$ cat src/rtl/exception_resolver_pkg.sv
// Shared CPU definitions for the MEM-stage exception resolver: pipeline exception
// flags, register write enables, ExcCodes, redirect kinds and CP0 addresses.
package exception_resolver_pkg;

  typedef struct packed {
    logic ri;
    logic sys;
    logic bp;
    logic ov;
    logic rd_wrong_addr;
    logic wr_wrong_addr;
    logic eret;
  } ExceptinPipeType;

  typedef struct packed {
    logic rf;
    logic hi;
    logic lo;
  } RegsWrType;

  localparam logic [4:0] EXC_INT  = 5'd0;
  localparam logic [4:0] EXC_ADEL = 5'd4;
  localparam logic [4:0] EXC_ADES = 5'd5;
  localparam logic [4:0] EXC_SYS  = 5'd8;
  localparam logic [4:0] EXC_BP   = 5'd9;
  localparam logic [4:0] EXC_RI   = 5'd10;
  localparam logic [4:0] EXC_OV   = 5'd12;

  localparam logic [1:0] IsNone      = 2'd0;
  localparam logic [1:0] IsException = 2'd1;
  localparam logic [1:0] IsEret      = 2'd2;

  localparam logic [31:0] EXC_VECTOR = 32'hBFC0_0380;

  localparam logic [4:0] CP0_STATUS = 5'd12;
  localparam logic [4:0] CP0_CAUSE  = 5'd13;
  localparam logic [4:0] CP0_EPC    = 5'd14;

  // Only the software interrupt bits and IV/WP are writable in Cause.
  localparam logic [31:0] CAUSE_FWD_MASK = 32'h00C0_0300;

endpackage

$ cat src/rtl/exception_resolver_if.sv
// Redirect handshake between the exception resolver (master) and instruction fetch (slave).
interface exception_resolver_if;

  logic        redir_valid;
  logic [1:0]  redir_kind;
  logic [31:0] redir_pc;
  logic        redir_ready;

  modport master (
    output redir_valid,
    output redir_kind,
    output redir_pc,
    input  redir_ready
  );

  modport slave (
    input  redir_valid,
    input  redir_kind,
    input  redir_pc,
    output redir_ready
  );

endinterface

$ cat src/rtl/exception_resolver_int_sampler.sv
// Registers the asynchronous hardware interrupt lines. With INT_SYNC_EN defined a
// 2-flop synchroniser precedes the sample flop (3 cycles latency), otherwise 1 cycle.
module exception_resolver_int_sampler
  import exception_resolver_pkg::*;
#(
  parameter int WIDTH = 6
) (
  input  logic             clk,
  input  logic             rst,
  input  logic [WIDTH-1:0] raw,
  output logic [WIDTH-1:0] sampled
);

`ifdef INT_SYNC_EN
  logic [WIDTH-1:0] sync_q1;
  logic [WIDTH-1:0] sync_q2;

  always_ff @(posedge clk) begin
    if (rst) begin
      sync_q1 <= '0;
      sync_q2 <= '0;
      sampled <= '0;
    end else begin
      sync_q1 <= raw;
      sync_q2 <= sync_q1;
      sampled <= sync_q2;
    end
  end
`else
  always_ff @(posedge clk) begin
    if (rst) begin
      sampled <= '0;
    end else begin
      sampled <= raw;
    end
  end
`endif

endmodule

$ cat src/rtl/exception_resolver.sv
// MEM-stage precise-exception resolver: prioritises exceptions, commits to CP0 and
// issues a held PC redirect to IF. Optional macro INT_SYNC_EN adds an interrupt synchroniser.
module exception_resolver
  import exception_resolver_pkg::*;
#(
  parameter int NUM_HW_INT = 6,
  parameter int ADDR_W     = 32
) (
  input  logic                  clk,
  input  logic                  rst,
  input  logic                  mem_valid_i,
  input  logic                  mem_stall_i,
  input  logic [ADDR_W-1:0]     mem_pc_i,
  input  logic                  mem_in_ds_i,
  input  logic [ADDR_W-1:0]     mem_vaddr_i,
  input  ExceptinPipeType       exc_i,
  input  RegsWrType             regs_wr_i,
  output RegsWrType             regs_wr_o,
  input  logic [NUM_HW_INT-1:0] hw_int_i,
  input  logic [31:0]           cp0_status_i,
  input  logic [31:0]           cp0_cause_i,
  input  logic [31:0]           cp0_epc_i,
  input  logic                  wb_cp0_we_i,
  input  logic [4:0]            wb_cp0_addr_i,
  input  logic [31:0]           wb_cp0_wdata_i,
  output logic                  ifid_flush_o,
  output logic                  idexe_flush_o,
  output logic                  exemem_flush_o,
  output logic                  cp0_exc_we_o,
  output logic [4:0]            cp0_exc_code_o,
  output logic [31:0]           cp0_epc_o,
  output logic                  cp0_bd_o,
  output logic                  cp0_badva_we_o,
  output logic [31:0]           cp0_badva_o,
  exception_resolver_if.master  redir
);

  localparam int NUM_PEND = NUM_HW_INT + 2;
  localparam logic [ADDR_W-1:0] PC_STEP = ADDR_W'(4);

  typedef enum logic {
    IDLE,
    REDIR
  } state_t;

  state_t state;

  logic [NUM_HW_INT-1:0] hw_int_sampled;
  logic [31:0]           status_fwd;
  logic [31:0]           cause_fwd;
  logic [31:0]           epc_fwd;
  logic [NUM_PEND-1:0]   pending;
  logic                  int_req;
  logic                  pc_misaligned;
  logic                  exc_hit;
  logic                  take;
  logic                  commit;
  logic                  is_eret;
  logic [4:0]            code;
  logic                  badva_we;
  logic [31:0]           badva;
  logic [31:0]           epc_calc;
  logic                  unused_cp0_bits;

  exception_resolver_int_sampler #(
    .WIDTH (NUM_HW_INT)
  ) u_int_sampler (
    .clk     (clk),
    .rst     (rst),
    .raw     (hw_int_i),
    .sampled (hw_int_sampled)
  );

  // A CP0 write sitting in WB this cycle is not yet visible on the CP0 outputs.
  always_comb begin
    status_fwd = cp0_status_i;
    cause_fwd  = cp0_cause_i;
    epc_fwd    = cp0_epc_i;
    if (wb_cp0_we_i) begin
      case (wb_cp0_addr_i)
        CP0_STATUS: status_fwd = wb_cp0_wdata_i;
        CP0_CAUSE:  cause_fwd  = wb_cp0_wdata_i & CAUSE_FWD_MASK;
        CP0_EPC:    epc_fwd    = wb_cp0_wdata_i;
        default:    ;
      endcase
    end
  end

  assign unused_cp0_bits = ^{status_fwd, cause_fwd};

  assign pending       = {hw_int_sampled, cause_fwd[9:8]};
  assign int_req       = (|(pending & status_fwd[8 +: NUM_PEND])) && !status_fwd[1] && status_fwd[0];
  assign pc_misaligned = |mem_pc_i[1:0];
  assign exc_hit       = pc_misaligned || (|exc_i);
  assign take          = !rst && mem_valid_i && !mem_stall_i && (state == IDLE) && (int_req || exc_hit);
  assign epc_calc      = 32'(mem_in_ds_i ? mem_pc_i - PC_STEP : mem_pc_i);

  always_comb begin
    commit   = 1'b1;
    is_eret  = 1'b0;
    code     = EXC_INT;
    badva_we = 1'b0;
    badva    = '0;
    if (int_req) begin
      code = EXC_INT;
    end else if (pc_misaligned) begin
      code     = EXC_ADEL;
      badva_we = 1'b1;
      badva    = 32'(mem_pc_i);
    end else if (exc_i.ri) begin
      code = EXC_RI;
    end else if (exc_i.sys) begin
      code = EXC_SYS;
    end else if (exc_i.bp) begin
      code = EXC_BP;
    end else if (exc_i.ov) begin
      code = EXC_OV;
    end else if (exc_i.rd_wrong_addr) begin
      code     = EXC_ADEL;
      badva_we = 1'b1;
      badva    = 32'(mem_vaddr_i);
    end else if (exc_i.wr_wrong_addr) begin
      code     = EXC_ADES;
      badva_we = 1'b1;
      badva    = 32'(mem_vaddr_i);
    end else begin
      commit  = 1'b0;
      is_eret = exc_i.eret;
    end
  end

  // While a redirect is outstanding, whatever reaches MEM is on the wrong path.
  always_comb begin
    ifid_flush_o   = 1'b0;
    idexe_flush_o  = 1'b0;
    exemem_flush_o = 1'b0;
    regs_wr_o      = regs_wr_i;
    cp0_exc_we_o   = 1'b0;
    cp0_exc_code_o = '0;
    cp0_epc_o      = '0;
    cp0_bd_o       = 1'b0;
    cp0_badva_we_o = 1'b0;
    cp0_badva_o    = '0;
    if (rst) begin
      regs_wr_o = '0;
    end else begin
      if (take || (state == REDIR)) begin
        ifid_flush_o = 1'b1;
        regs_wr_o    = '0;
      end
      if (take) begin
        idexe_flush_o  = 1'b1;
        exemem_flush_o = 1'b1;
        if (commit) begin
          cp0_exc_we_o   = 1'b1;
          cp0_exc_code_o = code;
          cp0_epc_o      = epc_calc;
          cp0_bd_o       = mem_in_ds_i;
          cp0_badva_we_o = badva_we;
          cp0_badva_o    = badva;
        end
      end
    end
  end

  always_ff @(posedge clk) begin
    if (rst) begin
      state             <= IDLE;
      redir.redir_valid <= 1'b0;
      redir.redir_kind  <= IsNone;
      redir.redir_pc    <= '0;
    end else begin
      case (state)
        IDLE: begin
          if (take) begin
            state             <= REDIR;
            redir.redir_valid <= 1'b1;
            redir.redir_kind  <= is_eret ? IsEret : IsException;
            redir.redir_pc    <= is_eret ? epc_fwd : EXC_VECTOR;
          end
        end
        REDIR: begin
          if (redir.redir_ready) begin
            state             <= IDLE;
            redir.redir_valid <= 1'b0;
            redir.redir_kind  <= IsNone;
            redir.redir_pc    <= '0;
          end
        end
        default: state <= IDLE;
      endcase
    end
  end

endmodule

$ cat src/flat_wrapper.sv
// flat-port wrapper written by rule: the top's interface ports become plain ports
module exception_resolver_flat import exception_resolver_pkg::*;
#(
  parameter int NUM_HW_INT = 6,
  parameter int ADDR_W     = 32
)
  (clk, rst, mem_valid_i, mem_stall_i, mem_pc_i, mem_in_ds_i, mem_vaddr_i, exc_i, regs_wr_i, regs_wr_o, hw_int_i, cp0_status_i, cp0_cause_i, cp0_epc_i, wb_cp0_we_i, wb_cp0_addr_i, wb_cp0_wdata_i, ifid_flush_o, idexe_flush_o, exemem_flush_o, cp0_exc_we_o, cp0_exc_code_o, cp0_epc_o, cp0_bd_o, cp0_badva_we_o, cp0_badva_o, redir_redir_valid, redir_redir_kind, redir_redir_pc, redir_redir_ready);
  exception_resolver_if redir_i ();
  input  logic clk;
  input  logic rst;
  input  logic mem_valid_i;
  input  logic mem_stall_i;
  input  logic [ADDR_W-1:0] mem_pc_i;
  input  logic mem_in_ds_i;
  input  logic [ADDR_W-1:0] mem_vaddr_i;
  input  ExceptinPipeType exc_i;
  input  RegsWrType regs_wr_i;
  output RegsWrType regs_wr_o;
  input  logic [NUM_HW_INT-1:0] hw_int_i;
  input  logic [31:0] cp0_status_i;
  input  logic [31:0] cp0_cause_i;
  input  logic [31:0] cp0_epc_i;
  input  logic wb_cp0_we_i;
  input  logic [4:0] wb_cp0_addr_i;
  input  logic [31:0] wb_cp0_wdata_i;
  output logic ifid_flush_o;
  output logic idexe_flush_o;
  output logic exemem_flush_o;
  output logic cp0_exc_we_o;
  output logic [4:0] cp0_exc_code_o;
  output logic [31:0] cp0_epc_o;
  output logic cp0_bd_o;
  output logic cp0_badva_we_o;
  output logic [31:0] cp0_badva_o;
  output wire logic [$bits(redir_i.redir_valid)-1:0] redir_redir_valid;
  output wire logic [$bits(redir_i.redir_kind)-1:0] redir_redir_kind;
  output wire logic [$bits(redir_i.redir_pc)-1:0] redir_redir_pc;
  input wire logic [$bits(redir_i.redir_ready)-1:0] redir_redir_ready;
  assign redir_redir_valid = redir_i.redir_valid;
  assign redir_redir_kind = redir_i.redir_kind;
  assign redir_redir_pc = redir_i.redir_pc;
  assign redir_i.redir_ready = redir_redir_ready;
  exception_resolver #(.NUM_HW_INT(NUM_HW_INT), .ADDR_W(ADDR_W)) u_core (.clk(clk), .rst(rst), .mem_valid_i(mem_valid_i), .mem_stall_i(mem_stall_i), .mem_pc_i(mem_pc_i), .mem_in_ds_i(mem_in_ds_i), .mem_vaddr_i(mem_vaddr_i), .exc_i(exc_i), .regs_wr_i(regs_wr_i), .regs_wr_o(regs_wr_o), .hw_int_i(hw_int_i), .cp0_status_i(cp0_status_i), .cp0_cause_i(cp0_cause_i), .cp0_epc_i(cp0_epc_i), .wb_cp0_we_i(wb_cp0_we_i), .wb_cp0_addr_i(wb_cp0_addr_i), .wb_cp0_wdata_i(wb_cp0_wdata_i), .ifid_flush_o(ifid_flush_o), .idexe_flush_o(idexe_flush_o), .exemem_flush_o(exemem_flush_o), .cp0_exc_we_o(cp0_exc_we_o), .cp0_exc_code_o(cp0_exc_code_o), .cp0_epc_o(cp0_epc_o), .cp0_bd_o(cp0_bd_o), .cp0_badva_we_o(cp0_badva_we_o), .cp0_badva_o(cp0_badva_o), .redir(redir_i));
endmodule
$ cat config.mk
export PLATFORM = sky130hd
export DESIGN_NAME = exception_resolver_flat
export DESIGN_NICKNAME = d
export VERILOG_FILES = /design/src/rtl/exception_resolver_pkg.sv /design/src/rtl/exception_resolver_if.sv /design/src/rtl/exception_resolver_int_sampler.sv /design/src/rtl/exception_resolver.sv /design/src/flat_wrapper.sv
export SDC_FILE = /design/constraint.sdc
export NUM_CORES = 1
export LEC_CHECK = 0
export BUFFER_PORTS_ARGS = -buffer_cell sky130_fd_sc_hd__buf_2
export CELL_PAD_IN_SITES_DETAIL_PLACEMENT = 1
export CELL_PAD_IN_SITES_GLOBAL_PLACEMENT = 1
export CORE_AREA = 2 2 129 131
export DETAILED_ROUTE_END_ITERATION = 6
export DIE_AREA = 0 0 131 133
export PLACE_DENSITY = 0.74
export SLEW_MARGIN = 40
export SYNTH_ARGS = -nofsm -noshare
export SYNTH_HDL_FRONTEND = slang
export SYNTH_SLANG_ARGS = --single-unit
$ cat constraint.sdc
create_clock -name clk -period 4.06 [get_ports clk]
set_input_delay 0.406 -clock clk [delete_from_list [all_inputs] [get_ports clk]]
set_output_delay 0.406 -clock clk [all_outputs]
set_load 0.01 [all_outputs]
==> results.md, run 1 <==
- Measured slew at the worst slew-check pin: 0.539 ns
- CP delay by family, top: compound AO/OA/AOI/OAI gates
- Per-cell routed wire length: 14.9 µm
- WP data required: 3.65 ns
- Peak supply drop: 0.207 mV
- Standard-cell row count: 47
- Post-Synth Simple-Gate Area: 33.7%
- DP HPWL: 11300 µm
- Adder-Cell Fraction of Synth Area: 0.378%
- Post-synthesis register bit count: 42
- Port bufs: 279
- Number of hold buffers added after CTS: 0
- Post-CTS Setup Inserts: 0
- Buf+Inv Stages, Crit Path: 3
- Post-synth EDFFs: 0
- CTS tree: built
- Synth warn: 0
- Mapped Nets: 675
- Final #Nets: 935
- Overall Power: 1.19 mW
- Most common cell on crit path: buf_2
- Sequential Power Share: 36.8%
- H-tree levels: 2
- Max_slew headroom: 64.1%
- Crit path cell chain: buf_2 > nand4b_4 > nor3_4 > mux2_2 > a221oi_1 > a21oi_1 > o31a_1 > buf_4 > buf_2
- Critical Path Source Type: input port
- Post-Route Setup TNS: 0 ns
- Synth Area in Compound Gates: 15.2%
- Net Sw Frac: 27.9%
- Crit path capture type: output port
- Gpl congestion: 0.730
- Share of total power in the clock network: 38.0%
- DRT Pass-1 Iters: 4
- WL final: 13900 µm
- Worst clock skew: 0.00350 ns
- Worst-path fanout max: 25
- Die width: 131 µm
- Initial antenna violation count: 0
- Pin count of the biggest net entering global routing: 36
- Largest family of logic cells by synthesized area: simple AND/OR/NAND/NOR gates
- RSZ-0062 raised after global routing: false
- CP max-delay cell: nor3_4
- PD cells: 233 nW/µm²
- Core area: 16200 µm²
- Met3 wire len: 1390 µm
- Distinct cells, synth: 50
- Cells after synthesis: 454
- Final Critical Period: 3.24 ns
- Die H: 133 µm
- Post-route DRC: 0
- Clock buffer count from CTS: 5
- Crit path DAT: 2.83 ns
- Final setup vio count: 0
- Status: complete, no violations
- Starting Density: 20.5%
- Final Util: 31.6%
- Fin. max-slew vios: 0
- Final Cycle Share: 79.8%
- First-pass GRT wire length: 21300 µm
- Clock slew at reported path FFs: 0.06 ns
- Critical path type: in2out
- Logic pwr share: 25.2%
- Number of global-route vias before repair: 4315
- Static leakage: 2.39 nW
- Highest Signal Layer: met4
- Share of layout cells above drive strength 1: 45.2%
- Clock sink total: 42
- Via count: 4249
- GRT overflow: 0
- Hold Worst Slack: 0.327 ns
- NetSw: 333 µW
- Post-synthesis mux area share: 12.5%
- FILL cells: 2126
- Main flop type after synthesis: dfxtp_1
- Met1 Routed Length: 5430 µm
- Skew-Pair Late Insertion Delay: 0.28 ns
- Sequential area share after synthesis: 25.4%
- F_max: 0.309 GHz
- Area grow syn2layout: 54.5%
- Number of top-level pins: 333
- Metal2 WL: 6840 µm
- Initial drt markers: 78
- GRT Total Usage: 15.3%
- Die ar.: 17400 µm²
- Post-Synth XOR/XNOR Area: 7.14%
- Root Driver: clkbuf_16
- Final Hold Viols: 0
- Max Cap Violations: 0
- CTS Buffer Depth: 2
- Diode count: 0
- CTS resizes: 0
- Cell-internal power: 858 µW
- Mapped Area: 3310 µm²
- Antenna Nets Post-Route: 0
- Critical path's largest stage delay: 0.41 ns
- Hold crit path type: in2reg
- Asr flop ratio synth: 0%
- Syn Area/Cell: 7.29 µm²
- Via/cell ratio: 4.54
-- worst paths after layout --
| kind | slack (ns) | from | depth (start not counted) | end |
|---|---|---|---|---|
| min reg2reg | 0.45 | u_core.redir.redir_kind[1] | 2 | u_core.redir.redir_kind[1] |
| min | 0.33 | hw_int_i[5] | 2 | u_core.u_int_sampler.sampled[5] |
| max | 0.82 | wb_cp0_addr_i[4] | 9 | exemem_flush_o |
| max reg2reg | 1.80 | u_core.state | 5 | u_core.redir.redir_pc[20] |
-- power groups by stage --
stage,registers [mW],clock network (mW),logic (mW)
after global routing,0.440,0.478,0.335
after detailed placement,0.448,0,0.305
after global placement,0.447,0,0.301
final,0.438,0.452,0.300
after CTS,0.438,0.469,0.306
after floorplan,0.454,0,0.127
-- stage by stage --
step,setup WS (ns),cells,instance area (µm²)
finish,0.820,935,5110
CTS,0.762,935,5110
global route,0.610,935,5110
global placement,0.768,927,4940
detailed placement,0.760,927,4950
floorplan,1.08,454,3310
-- cells in the mapped netlist, types with 3 or more instances --
library cell / instances / area [µm²]
nor2_1: 46 / 173
a21oi_1: 35 / 175
mux2_2: 4 / 45.0
nand3_1: 43 / 215
clkbuf_1: 28 / 105
mux2i_1: 37 / 370
xor2_1: 10 / 87.6
nor3_1: 4 / 20.0
nand2_1: 70 / 263
o211ai_1: 12 / 90.1
nor2b_1: 9 / 56.3
dfxtp_1: 42 / 841
nor4_1: 4 / 25.0
o22ai_1: 20 / 125
inv_1: 7 / 26.3
nor3_2: 5 / 50.1
nor4b_1: 4 / 35.0
xnor2_1: 17 / 149
or3_1: 7 / 43.8
or4_1: 4 / 30.0
buf_2: 6 / 30.0
a31oi_1: 3 / 18.8
-- layout make-up --
| type | count | area, µm² | area share (%) |
|---|---|---|---|
| Multi-Input combinational cell | 368 | 2310 | 45.3 |
| Timing Repair Buffer | 290 | 1490 | 29.2 |
| Sequential cell | 42 | 841 | 16.4 |
| Tap cell | 220 | 275 | 5.38 |
| Clock buffer | 6 | 129 | 2.52 |
| Clock inverter | 2 | 37.5 | 0.734 |
| Inverter | 7 | 26.3 | 0.514 |
-- sequential cells by signal, summed over array words and instances (netlist names) --
signal                        flops
u_core.redir.redir_pc            32
u_core.u_int_sampler.sampled      6
u_core.redir.redir_kind           2
u_core.redir.redir_valid          1
u_core.state                      1
-- worst register-to-register path, delay by kind of cell, from the launching register on --
kind | cells | cell delay [ns]
AO/OA/AOI/OAI | 1 | 0.24
buffers and inverters | 1 | 0.22
flip-flops | 1 | 0.38
AND/OR/NAND/NOR | 3 | 1.35
-- cells in the final DEF (no fill, tap or decap), types with 2 or more instances in the layout --
| cell type | n |
|---|---|
| nor3_2 | 5 |
| dfxtp_1 | 42 |
| and3_1 | 2 |
| or3b_1 | 2 |
| nor4_1 | 4 |
| buf_4 | 10 |
| clkbuf_16 | 5 |
| nor4b_1 | 4 |
| nand3b_1 | 2 |
| nand2_1 | 69 |
| xnor2_1 | 17 |
| or4_1 | 4 |
| nand3_1 | 43 |
| nor2_1 | 44 |
| and2_1 | 2 |
| nor3_1 | 4 |
| xor2_1 | 10 |
| or3_1 | 6 |
| a21oi_1 | 34 |
| inv_1 | 7 |
| mux2i_1 | 37 |
| buf_2 | 279 |
| nor2b_1 | 9 |
| a31oi_1 | 3 |
| nor3_4 | 2 |
| o21ba_2 | 2 |
| nor2_2 | 3 |
| mux2_2 | 4 |
| o22ai_1 | 20 |
| a22oi_1 | 2 |
| o211ai_1 | 12 |
-- routing by layer --
metal | vias up | track usage (%)
li1 | 2116 | -
met1 | 1924 | 16.7
met2 | 197 | 28.5
met3 | 12 | 3.80
met4 | 0 | 4.43
met5 | - | 0
-- kinds of logic after synthesis --
group | Yosys count
simple gates | 216
compound gates | 82
buf+inv | 44
flops | 42
mux | 41
xor+xnor | 27
fa+ha+maj | 1
other cells | 1
Note: power is estimated with default switching activity, not from simulation.
==> run 2: changes to the inputs <==
- CORE_AREA: 2 2 129 131 -> 2 2 131 133
- DIE_AREA: 0 0 131 133 -> 0 0 133 135
- PLACE_DENSITY: 0.74 -> 0.72
- clock period: 4.06 -> 3.2 ns (I/O delays scaled with it)
==> run 2 against run 1 <==
  * Core utilization increased by 0.088 points
  * Worst hold slack got worse by 0.087 ns
  * Largest cell class unchanged
  * Flip-flop and latch count unchanged
  * Largest power group unchanged
==> results.md, run 2 (synthesis results as in run 1) <==
- Final Critical Period: 2.95 ns
- Hold crit path type: in2reg (unchanged)
- Crit path cell chain: buf_2 > nand4b_4 > nor3_4 > buf_4 > mux2i_1 > nor4_1 > a21oi_1 > o31a_1 > buf_4 > buf_2 (was buf_2 > nand4b_4 > nor3_4 > mux2_2 > a221oi_1 > a21oi_1 > o31a_1 > buf_4 > buf_2)
- Worst reg2reg path endpoint: u_core.redir.redir_pc[6] (was u_core.redir.redir_pc[20])
- CP delay by family, top: buffers and inverters (was compound AO/OA/AOI/OAI gates)
- Critical path's largest stage delay: 0.46 ns (was 0.41 ns)
- Post-CTS Setup Inserts: 0 (unchanged)
- FILL cells: 2130 (was 2126)
- Worst-path fanout max: 25 (unchanged)
- Max_slew headroom: 63.9% (was 64.1%)
- Number of global-route vias before repair: 4392 (was 4315)
- GRT Total Usage: 16.1% (was 15.3%)
- Final Hold Viols: 0 (unchanged)
- Initial drt markers: 81 (was 78)
- Number of hold buffers added after CTS: 0 (unchanged)
- GRT overflow: 0 (unchanged)
- F_max: 0.339 GHz
- Skew-Pair Late Insertion Delay: 0.29 ns (was 0.28 ns)
- Die width: 133 µm (was 131 µm)
- Via/cell ratio: 4.60 (was 4.54)
- Initial antenna violation count: 0 (unchanged)
- CP Depth: 10 (was 9)
- Final setup vio count: 0 (unchanged)
- CTS tree: built (unchanged)
- Most frequent cells in the layout: buf_2, nand2_1, nor2_1 (unchanged)
- FF-to-FF Start: u_core.u_int_sampler.sampled[2] (was u_core.state)
- CP max-delay cell: a21oi_1 (was nor3_4)
- Number of top-level pins: 333 (unchanged)
- Area grow syn2layout: 57.2% (was 54.5%)
- Via count: 4331 (was 4249)
- Fin. max-slew vios: 0 (unchanged)
- Diode count: 0 (unchanged)
- Die ar.: 18000 µm² (was 17400 µm²)
- Gpl congestion: 0.763 (was 0.730)
- Worst clock skew: 0.00436 ns (was 0.00350 ns)
- Starting Density: 20.2% (was 20.5%)
- Port bufs: 279 (unchanged)
- CTS resizes: 0 (unchanged)
- Post-route DRC: 0 (unchanged)
- Clock sink total: 42 (unchanged)
- Pin count of the biggest net entering global routing: 36 (unchanged)
- Final #Nets: 942 (was 935)
- CTS Buffer Depth: 2 (unchanged)
- Crit path DAT: 2.63 ns (was 2.83 ns)
- Setup crit end: idexe_flush_o (was exemem_flush_o)
- Root Driver: clkbuf_16 (unchanged)
- Share of layout cells above drive strength 1: 45.6% (was 45.2%)
- Placed Instances: 934 (was 927)
- Static leakage: 2.45 nW (was 2.39 nW)
- Die H: 135 µm (was 133 µm)
- PD cells: 309 nW/µm² (was 233 nW/µm²)
- Core area: 16400 µm² (was 16200 µm²)
- WP data required: 2.88 ns (was 3.65 ns)
- H-tree levels: 2 (unchanged)
- Crit path capture type: output port (unchanged)
- Top Registers: u_core.redir.redir_pc x32, u_core.u_int_sampler.sampled x6, u_core.redir.redir_kind x2 (unchanged)
- RSZ-0062 raised after global routing: false (unchanged)
- WL final: 15100 µm (was 13900 µm)
- Most common cell after layout, fill and taps aside: buf_2 (unchanged)
- Clock slew at reported path FFs: 0.06 ns (about the same)
- R2r worst-path depth: 7 (was 5)
- Status: complete, no violations (unchanged)
- First-pass GRT wire length: 23100 µm (was 21300 µm)
- Critical Path Source Type: input port (unchanged)
- Biggest register: u_core.redir.redir_pc (unchanged)
- Antenna Nets Post-Route: 0 (unchanged)
- Standard-cell row count: 47 (unchanged)
- Crit. Startpoint: wb_cp0_addr_i[4] (unchanged)
- DP HPWL: 12200 µm (was 11300 µm)
- R2r setup slk: 1.22 ns (was 1.80 ns)
- Post-Route Setup TNS: 0 ns (unchanged)
- Measured slew at the worst slew-check pin: 0.542 ns (was 0.539 ns)
- Peak supply drop: 0.257 mV (was 0.207 mV)
- Max Cap Violations: 0 (unchanged)
- Final Cycle Share: 92.2%
- Buf+Inv Stages, Crit Path: 4 (was 3)
- Post-Layout Cell Count: 942 (was 935)
- Per-cell routed wire length: 16.0 µm (was 14.9 µm)
- Clock buffer count from CTS: 5 (unchanged)
- DRT Pass-1 Iters: 4 (unchanged)
- Max reg flops: 32 (unchanged)
- Critical path type: in2out (unchanged)
run 2: final cells by class:
| class | instances | area, µm² | share of cell area (%) |
|---|---|---|---|
| Clock inverter | 3 | 68.8 | 1.32 |
| Clock buffer | 5 | 125 | 2.40 |
| Inverter | 7 | 26.3 | 0.505 |
| Timing Repair Buffer | 297 | 1560 | 29.9 |
| Multi-Input combinational cell | 368 | 2310 | 44.4 |
| Tap cell | 220 | 275 | 5.29 |
| Sequential cell | 42 | 841 | 16.2 |
run 2: metrics by stage:
stage / setup WS (ns) / power [mW] / cell area [µm²] / hold WS (ns) / utilization (%)
2_1_floorplan: 0.395 / 0.737 / 3310 / 0.392 / -
3_3_place_gp: 0.234 / 0.959 / 5010 / 0.433 / 30.5
3_5_place_dp: 0.192 / 0.965 / 5010 / 0.454 / 30.5
4_1_cts: 0.200 / 1.64 / 5200 / 0.235 / 31.7
5_1_grt: 0.0623 / 1.69 / 5200 / 0.253 / 31.7
6_report: 0.250 / 1.61 / 5200 / 0.241 / 31.7
run 2: worst min-delay path by stage:
stage | start | end | slack (ns) | cells after the start
after CTS | hw_int_i[5] | u_core.u_int_sampler.sampled[5] | 0.23 | 2
after global routing | hw_int_i[3] | u_core.u_int_sampler.sampled[3] | 0.25 | 2
after floorplan | rst | u_core.u_int_sampler.sampled[0] | 0.39 | 1
final | hw_int_i[2] | u_core.u_int_sampler.sampled[2] | 0.24 | 2
after detailed placement | u_core.redir.redir_kind[1] | u_core.redir.redir_kind[1] | 0.45 | 2
after global placement | u_core.redir.redir_kind[1] | u_core.redir.redir_kind[1] | 0.43 | 2
run 2: per-layer routing:
metal	GRT usage (%)	up-vias	wire length (µm)
met5	0	-	0
met4	5.20	0	270
met3	4.84	17	1400
met2	29.5	209	7400
met1	17.8	1981	5980
li1	-	2124	-
run 2: worst reg2reg max path, cell delays in order, from the launching register on:
cell and delay (ns):
dfxtp_1 0.32, nand2_1 0.05, mux2i_1 0.14, nor4_1 0.08
a21oi_1 0.46, o31a_1 0.32, buf_4 0.33, o22ai_1 0.16
run 2: report_power, final:
| group | switching (mW) | internal, mW |
|---|---|---|
| logic | 0.212 | 0.177 |
| registers | 0.0112 | 0.546 |
| clock network | 0.211 | 0.448 |
| total | 0.434 | 1.17 |
